File: src/rtl/dm_arbiter.sv
// Two-master round-robin arbiter in front of a single-port word memory.
// Supports locked ownership, out-of-range detection and a one-cycle response pipeline.
module dm_arbiter #(
    parameter int unsigned AW    = 14,
    parameter logic [31:0] LIMIT = 32'h0000_3000
) (
    input  logic          clk,
    input  logic          reset,

    input  logic          m0_req,
    input  logic          m0_lock,
    input  logic          m0_we,
    input  logic [31:0]   m0_addr,
    input  logic [3:0]    m0_be,
    input  logic [31:0]   m0_wdata,
    output logic          m0_gnt,
    output logic          m0_rvalid,
    output logic [31:0]   m0_rdata,
    output logic          m0_err,

    input  logic          m1_req,
    input  logic          m1_lock,
    input  logic          m1_we,
    input  logic [31:0]   m1_addr,
    input  logic [3:0]    m1_be,
    input  logic [31:0]   m1_wdata,
    output logic          m1_gnt,
    output logic          m1_rvalid,
    output logic [31:0]   m1_rdata,
    output logic          m1_err,

    output logic          mem_en,
    output logic [3:0]    mem_we,
    output logic [AW-1:0] mem_addr,
    output logic [31:0]   mem_wdata,
    input  logic [31:0]   mem_rdata
);

    typedef enum logic [1:0] {IDLE, OWN0, OWN1} state_t;

    state_t      state;
    logic        rr;          // index of the master granted last
    logic        rsp_valid;
    logic        rsp_owner;
    logic        rsp_err;
    logic        rsp_we;

    logic        any_gnt;
    logic        sel_lock;
    logic        sel_we;
    logic [31:0] sel_addr;
    logic [3:0]  sel_be;
    logic [31:0] sel_wdata;
    logic        in_range;
    logic [31:0] rsp_data;
    logic        unused_addr_lsbs;

    always_comb begin
        m0_gnt = 1'b0;
        m1_gnt = 1'b0;
        if (!reset) begin
            unique case (state)
                IDLE: begin
                    if (m0_req && m1_req) begin
                        m0_gnt = rr;
                        m1_gnt = ~rr;
                    end else begin
                        m0_gnt = m0_req;
                        m1_gnt = m1_req;
                    end
                end
                OWN0:    m0_gnt = m0_req;
                OWN1:    m1_gnt = m1_req;
                default: ;
            endcase
        end
    end

    assign any_gnt   = m0_gnt | m1_gnt;
    assign sel_lock  = m1_gnt ? m1_lock  : m0_lock;
    assign sel_we    = m1_gnt ? m1_we    : m0_we;
    assign sel_addr  = m1_gnt ? m1_addr  : m0_addr;
    assign sel_be    = m1_gnt ? m1_be    : m0_be;
    assign sel_wdata = m1_gnt ? m1_wdata : m0_wdata;
    assign in_range  = {2'b00, sel_addr[31:2]} < LIMIT;
    assign unused_addr_lsbs = ^sel_addr[1:0];

    assign mem_en    = any_gnt & in_range;
    assign mem_we    = (mem_en && sel_we) ? sel_be : '0;
    assign mem_addr  = any_gnt ? sel_addr[AW+1:2] : '0;
    assign mem_wdata = any_gnt ? sel_wdata : '0;

    always_ff @(posedge clk) begin
        if (reset) begin
            state     <= IDLE;
            rr        <= 1'b1;
            rsp_valid <= 1'b0;
            rsp_owner <= 1'b0;
            rsp_err   <= 1'b0;
            rsp_we    <= 1'b0;
        end else begin
            rsp_valid <= any_gnt;
            rsp_owner <= m1_gnt;
            rsp_err   <= any_gnt & ~in_range;
            rsp_we    <= any_gnt & sel_we;
            if (any_gnt)
                rr <= m1_gnt;
            // While owned, a grant happens exactly when the owner requests,
            // so dropping req or lock both release ownership.
            unique case (state)
                IDLE:    if (any_gnt && sel_lock) state <= m1_gnt ? OWN1 : OWN0;
                OWN0:    if (!m0_req || !m0_lock) state <= IDLE;
                OWN1:    if (!m1_req || !m1_lock) state <= IDLE;
                default: state <= IDLE;
            endcase
        end
    end

    assign rsp_data  = (rsp_valid && !rsp_err && !rsp_we) ? mem_rdata : '0;
    assign m0_rvalid = rsp_valid & ~rsp_owner;
    assign m1_rvalid = rsp_valid &  rsp_owner;
    assign m0_rdata  = m0_rvalid ? rsp_data : '0;
    assign m1_rdata  = m1_rvalid ? rsp_data : '0;
    assign m0_err    = m0_rvalid & rsp_err;
    assign m1_err    = m1_rvalid & rsp_err;

endmodule

File: config.mk
export PLATFORM = sky130hd
export DESIGN_NAME = dm_arbiter
export DESIGN_NICKNAME = d
export VERILOG_FILES = /design/src/rtl/dm_arbiter.sv
export SDC_FILE = /design/constraint.sdc
export NUM_CORES = 1
export LEC_CHECK = 0
export CORE_AREA = 2 2 116 118
export DETAILED_ROUTE_END_ITERATION = 8
export DIE_AREA = 0 0 118 120
export GPL_ROUTABILITY_DRIVEN = 0
export MAX_ROUTING_LAYER = met4
export PLACE_DENSITY = 0.5
export SYNTH_ARGS = -nofsm -noshare
export SYNTH_HDL_FRONTEND = slang
export SYNTH_SLANG_ARGS = --single-unit
File: constraint.sdc
create_clock -name clk -period 2.4 [get_ports clk]
set_input_delay 0.48 -clock clk [delete_from_list [all_inputs] [get_ports clk]]
set_output_delay 0.48 -clock clk [all_outputs]
set_load 0.02 [all_outputs]
==> results of run 1 <==
==> metrics by stage <==
stage / instance area [µm²] / hold slack (ps)
floorplan: 1339 / 497.9
global placement: 4576 / 601.7
detailed placement: 4576 / 616.4
CTS: 4797 / 627.0
global route: 4855 / 642.8
finish: 4855 / 626.3
==> where the power goes <==
| part | total (mW) | switching (mW) | leakage, nW | internal, mW |
|---|---|---|---|---|
| clock | 0.277 | 0.0569 | 0.0382 | 0.220 |
| sequential | 0.130 | 0.00538 | 0.0581 | 0.125 |
| combinational | 0.776 | 0.309 | 2.68 | 0.467 |
==> synth_stat cells (3+ instances only) <==
master,instances
a22o_1,46
dfxtp_1,7
buf_2,6
and2_1,69
clkbuf_1,9
nor4_1,7
a21oi_1,3
nand2b_1,3
nor3_1,5
nor2_1,3
mux2i_1,5
==> worst max-delay path: cells and delay by family <==
family	cells	cell delay, ps
buffers and inverters	2	280
AO/OA/AOI/OAI	2	490
AND/OR/NAND/NOR	2	700
==> flip-flops by register name, indices dropped and copies added, names as in the netlist <==
register,cells
state,2
rr,1
rsp_err,1
rsp_owner,1
rsp_valid,1
rsp_we,1
==> worst paths after layout <==
check,startpoint,to,slack [ps]
worst min-delay path,rr$_SDFFE_PP1P_,rr$_SDFFE_PP1P_,630
worst max-delay path,m1_addr[22],mem_we[2],-50
worst max register to register,state[0]$_SDFFE_PP0P_,rsp_err$_SDFF_PP0_,760
worst min register to register,rr$_SDFFE_PP1P_,rr$_SDFFE_PP1P_,630
==> what timing repair did <==
item | CTS | global route
pin swaps | 14 | 9
cloned | 2 | 0
endpoints found under the setup margin | 75 | 92
hold buffers | 0 | 0
gates resized for setup | 217 | 60
setup buffers | 6 | 0
==> metal layers <==
layer	part of all wire [%]	wire length, µm	up-vias
met5	0	0	-
met4	0.65	66	0
met3	7.2	727	6
met2	52	5258	157
met1	40	4109	1112
li1	-	-	1268
==> cell type report <==
class | count | area, µm²
Timing Repair Buffer | 315 | 3204
Inverter | 1 | 3.754
Clock buffer | 4 | 78.83
Tap cell | 176 | 220.2
Fill cell | 1356 | 8125
Multi-Input combinational cell | 156 | 1207
Sequential cell | 7 | 140.1
==> logic make-up (layout without fill, tap and decap cells) <==
logic type             after synthesis  in the layout
AOI/OAI and AO/OA                   52             52
buffers and inverters               17            320
DFF                                  7              7
muxes                                5              5
and+or+nand+nor                     99             99
==> metrics.yaml, run 1 <==
status: "finished with violations"
violations: "negative setup slack"
synth_edf_count: 0
drive_above_1_share_pct: 18.01
via_count: 2543
layout_commonest_cell: "clkdlybuf4s50_1"
io-pin-count: 297
hold_viol: 0
ys.flop_type: "dfxtp_1"
synthMuxAreaShare_pct: 3.738
synth_xor_area_share_pct: 0
core_area_um2: 12980
hold_path_depth: 3
drtIter0Drc: 26
required_ps: 1920
wl_per_cell_um: 15.42
max-cap-violations: 0
clk_pin_slew_ps: 40
synth-async-reset-ratio_pct: 0
htree_levels: 1
setup_viol: 5
synth_seq_cells: 7
nNetsFinal: 660
routed_wl_mm: 10.16
place.detailed.hpwl_mm: 8.720
yosys_warnings: 0
synthesis.area_um2: 1339
cp_cell_sequence: "buf_6 -> or4_4 -> a2111oi_4 -> a2bb2oi_4 -> nor3_1 -> buf_2"
dieArea_um2: 14160
cts_tree: "done"
grt_pass1_vias: 2686
reg2reg_depth: 5
rsz0062_at_grt: "true"
syn_avg_cell_area_um2: 7.438
synth_top_family_by_area: "simple AND/OR/NAND/NOR gates"
grt_antenna_before_repair: 0
gr-usage-met3_pct: 3.089
min_period_ps: 2445
cts_sinks: 7
route.detailed.drc: 0
grt_pass1_wl_mm: 14.49
insertedDiodeCount: 0
initial_core_util_pct: 10.31
overflow: 0
port_buffers: 292
crit_type: "in -> out"
hp-class: "reg -> reg"
max_slew_margin_pct: 78.46
power_density_nw_per_um2: 243.8
viasPerCell: 3.859
synth_fp_nets: 356
crit_path_end_kind: "output pin"
insertion_delay_ps: 230
finalPower_mw: 1.184
vdd_ir_drop_max_uv: 202.9
worst_slew_pin_slew_ps: 323.1
setup_ws_ps: -45.15
die_w_um: 118
synthAdderAreaFrac_pct: 0
synthTopCellsByArea: "and2_1 32%, a22o_1 30%, dfxtp_1 10%"
cts_buffers: 3
synth-simple-area-share_pct: 46.17
max_stage_delay_ps: 530
busiest_layer: "met2"
layout_common_cells: "163 x clkdlybuf4s50_1, 69 x and2_1, 46 x a22o_1"
cts_buffer_depth: 2
critPathSlowestCell: "or4_4"
root_buffer: "clkbuf_16"
worstPathArrival_ps: 1970
post-route-util_pct: 37.40
die_h_um: 120
synth_compound_area_share_pct: 34.02
dr.pass1.iters: 4
max_freq_mhz: 409.0
synth.top_cell.area_share_pct: 32.24
worstSetupStartpointType: "primary input"
dp_slack_ps: -923.0
grt_usage_pct: 13.55
dp.cells: 647
power_leakage_nw: 2.777
final_max_slew_viol_count: 0
post-route-period-util_pct: 101.9
met1_usage_pct: 14.79
fin_tns_setup_ps: -140.9
synth_largest_area_cell: "and2_1"
layout-area-overhead-vs-synth_pct: 262.6
synth.yosys.seq_area_share_pct: 10.47
grt_max_degree: 49
ys_types: 25
grt_use_met2_pct: 25.73
skew_ps: 3.694
synth_cells: 180
num_rows: 42
ant_nets: 0
critPathMaxFanout: 6
stdcell_count: 659
Power figures use the tool's default switching activity.
==> inputs of run 2 (changes only) <==
- CORE_AREA: 2 2 116 118 -> 4 4 115 117
- DIE_AREA: 0 0 118 120 -> 0 0 119 121
- PLACE_DENSITY: 0.5 -> 0.52
==> run 2 against run 1 <==
The flow still finishes with violations (negative setup slack). First-iteration DRC count increased by 62%. Hold slack got worse by 76 ps. Via count increased by 3.8%. Critical path type unchanged. Largest power group unchanged. Highest routed layer unchanged.
==> metrics.yaml, run 2 (synthesis results as in run 1) <==
status: "finished with violations"
violations: "negative setup slack"
post-route-period-util_pct: 101.0
final_max_slew_viol_count: 0
max_stage_delay_ps: 430
grt_usage_pct: 13.68
nNetsFinal: 659
max-cap-violations: 0
layout_commonest_cell: "clkdlybuf4s50_1"
hold_start: "reset"
dp.cells: 645
grt_pass1_wl_mm: 15.12
dr.pass1.iters: 4
hold_viol: 0
drtIter0Drc: 42
root_buffer: "clkbuf_16"
cts_tree: "done"
switching_share_pct: 31.96
min_period_ps: 2425
worstPathArrival_ps: 1940
vdd_ir_drop_max_uv: 167.8
setup_viol: 2
routed_wl_mm: 10.62
top_register: "state"
dieArea_um2: 14400
htree_levels: 1
p_comb_share_pct: 65.0
place_area_um2: 4598
clk_pin_slew_ps: 30
initial_core_util_pct: 10.83
insertedDiodeCount: 0
max_freq_mhz: 412.4
required_ps: 1920
intPower_mw: 0.7986
cts_sinks: 7
dp_slack_ps: -826.7
stdcell_count: 654
fin_tns_setup_ps: -40.75
seqPwrFrac_pct: 11.2
power_density_nw_per_um2: 240.2
route.detailed.drc: 0
via_count: 2639
drive_above_1_share_pct: 19.50
critPathSlowestCell: "clkdlybuf4s50_1"
ant_nets: 0
worstSetupStartpointType: "primary input"
io-pin-count: 297
cts_buffer_depth: 2
grt_antenna_before_repair: 0
rsz0062_at_grt: "true"
grt_pass1_vias: 2772
layout-area-overhead-vs-synth_pct: 265.0
cp_cell_sequence: "clkdlybuf4s50_1 -> nor4_2 -> and3_4 -> a2bb2oi_2 -> buf_6 -> nor3_2 -> buf_4"
critPathMaxFanout: 5
core_area_um2: 12360
design_area_um2: 4886
num_rows: 41
setup_ws_ps: -24.70
max_slew_margin_pct: 82.85
startpoint: "m1_addr[20]"
finalPower_mw: 1.174
power_frac_clock_pct: 23.8
cts_buffers: 3
post-route-util_pct: 39.52
die_w_um: 119
overflow: 0
hp-class: "in -> reg"
r2r_start: "state[0]$_SDFFE_PP0P_"
crit_path_end_kind: "output pin"
whs_ps: 550.0
skew_ps: 2.076
largest_reg_flops: 2
crit_type: "in -> out"
power_leakage_nw: 2.729
place.detailed.hpwl_mm: 9.124
grt_max_degree: 33
layout_common_cells: "151 x clkdlybuf4s50_1, 69 x and2_1, 46 x a22o_1, 46 x dlymetal6s2s_1, 35 x dlygate4sd2_1"
port_buffers: 292
insertion_delay_ps: 230
p_sw_mw: 0.3751
crit_family: "buffers and inverters"
worst_slew_pin_slew_ps: 250.1
crit_buf_inv: 3
viasPerCell: 4.035
die_h_um: 121
wl_per_cell_um: 16.23
run 2: metal layers:
metal	up-vias	global-route usage, %	wire length [µm]
met1	1183	14.19	3853
met2	176	26.46	5778
met4	0	2.679	141
met5	-	-	0
met3	11	3.077	844
li1	1269	-	-
run 2: final timing paths:
check	depth (start not counted)	slack (ps)	endpoint
min	3	550	rsp_valid$_SDFF_PP0_
max reg2reg	7	670	rsp_err$_SDFF_PP0_
max	7	-20	mem_we[2]
min reg2reg	3	630	rr$_SDFFE_PP1P_
run 2: power by group through the flow:
stage | Clock [mW] | Sequential (mW) | Combinational (mW)
finish | 0.279 | 0.131 | 0.763
global route | 0.297 | 0.133 | 0.810
CTS | 0.289 | 0.131 | 0.769
detailed placement | 0 | 0.132 | 0.798
global placement | 0 | 0.132 | 0.796
floorplan | 0 | 0.130 | 0.266
run 2: what timing repair did:
item / 4_1_cts / 5_1_grt
pin swaps: 12 / 17
endpoints found under the setup margin: 85 / 68
gates resized for setup: 237 / 71
setup buffers: 3 / 1
hold buffers: 0 / 0
cloned: 1 / 0
run 2: area by class of cell:
class	instances	area, µm²
fillers	1247	7477
repair buffers	314	3199
multi-input cells	156	1247
well taps	172	215.2
flip-flops and latches	7	141.4
clock buffers	4	78.83
inverters	1	3.754
run 2: tightest hold or removal path, stage by stage:
cell	delay, ps
buf_6	70
buf_4	110
a21oi_1	60
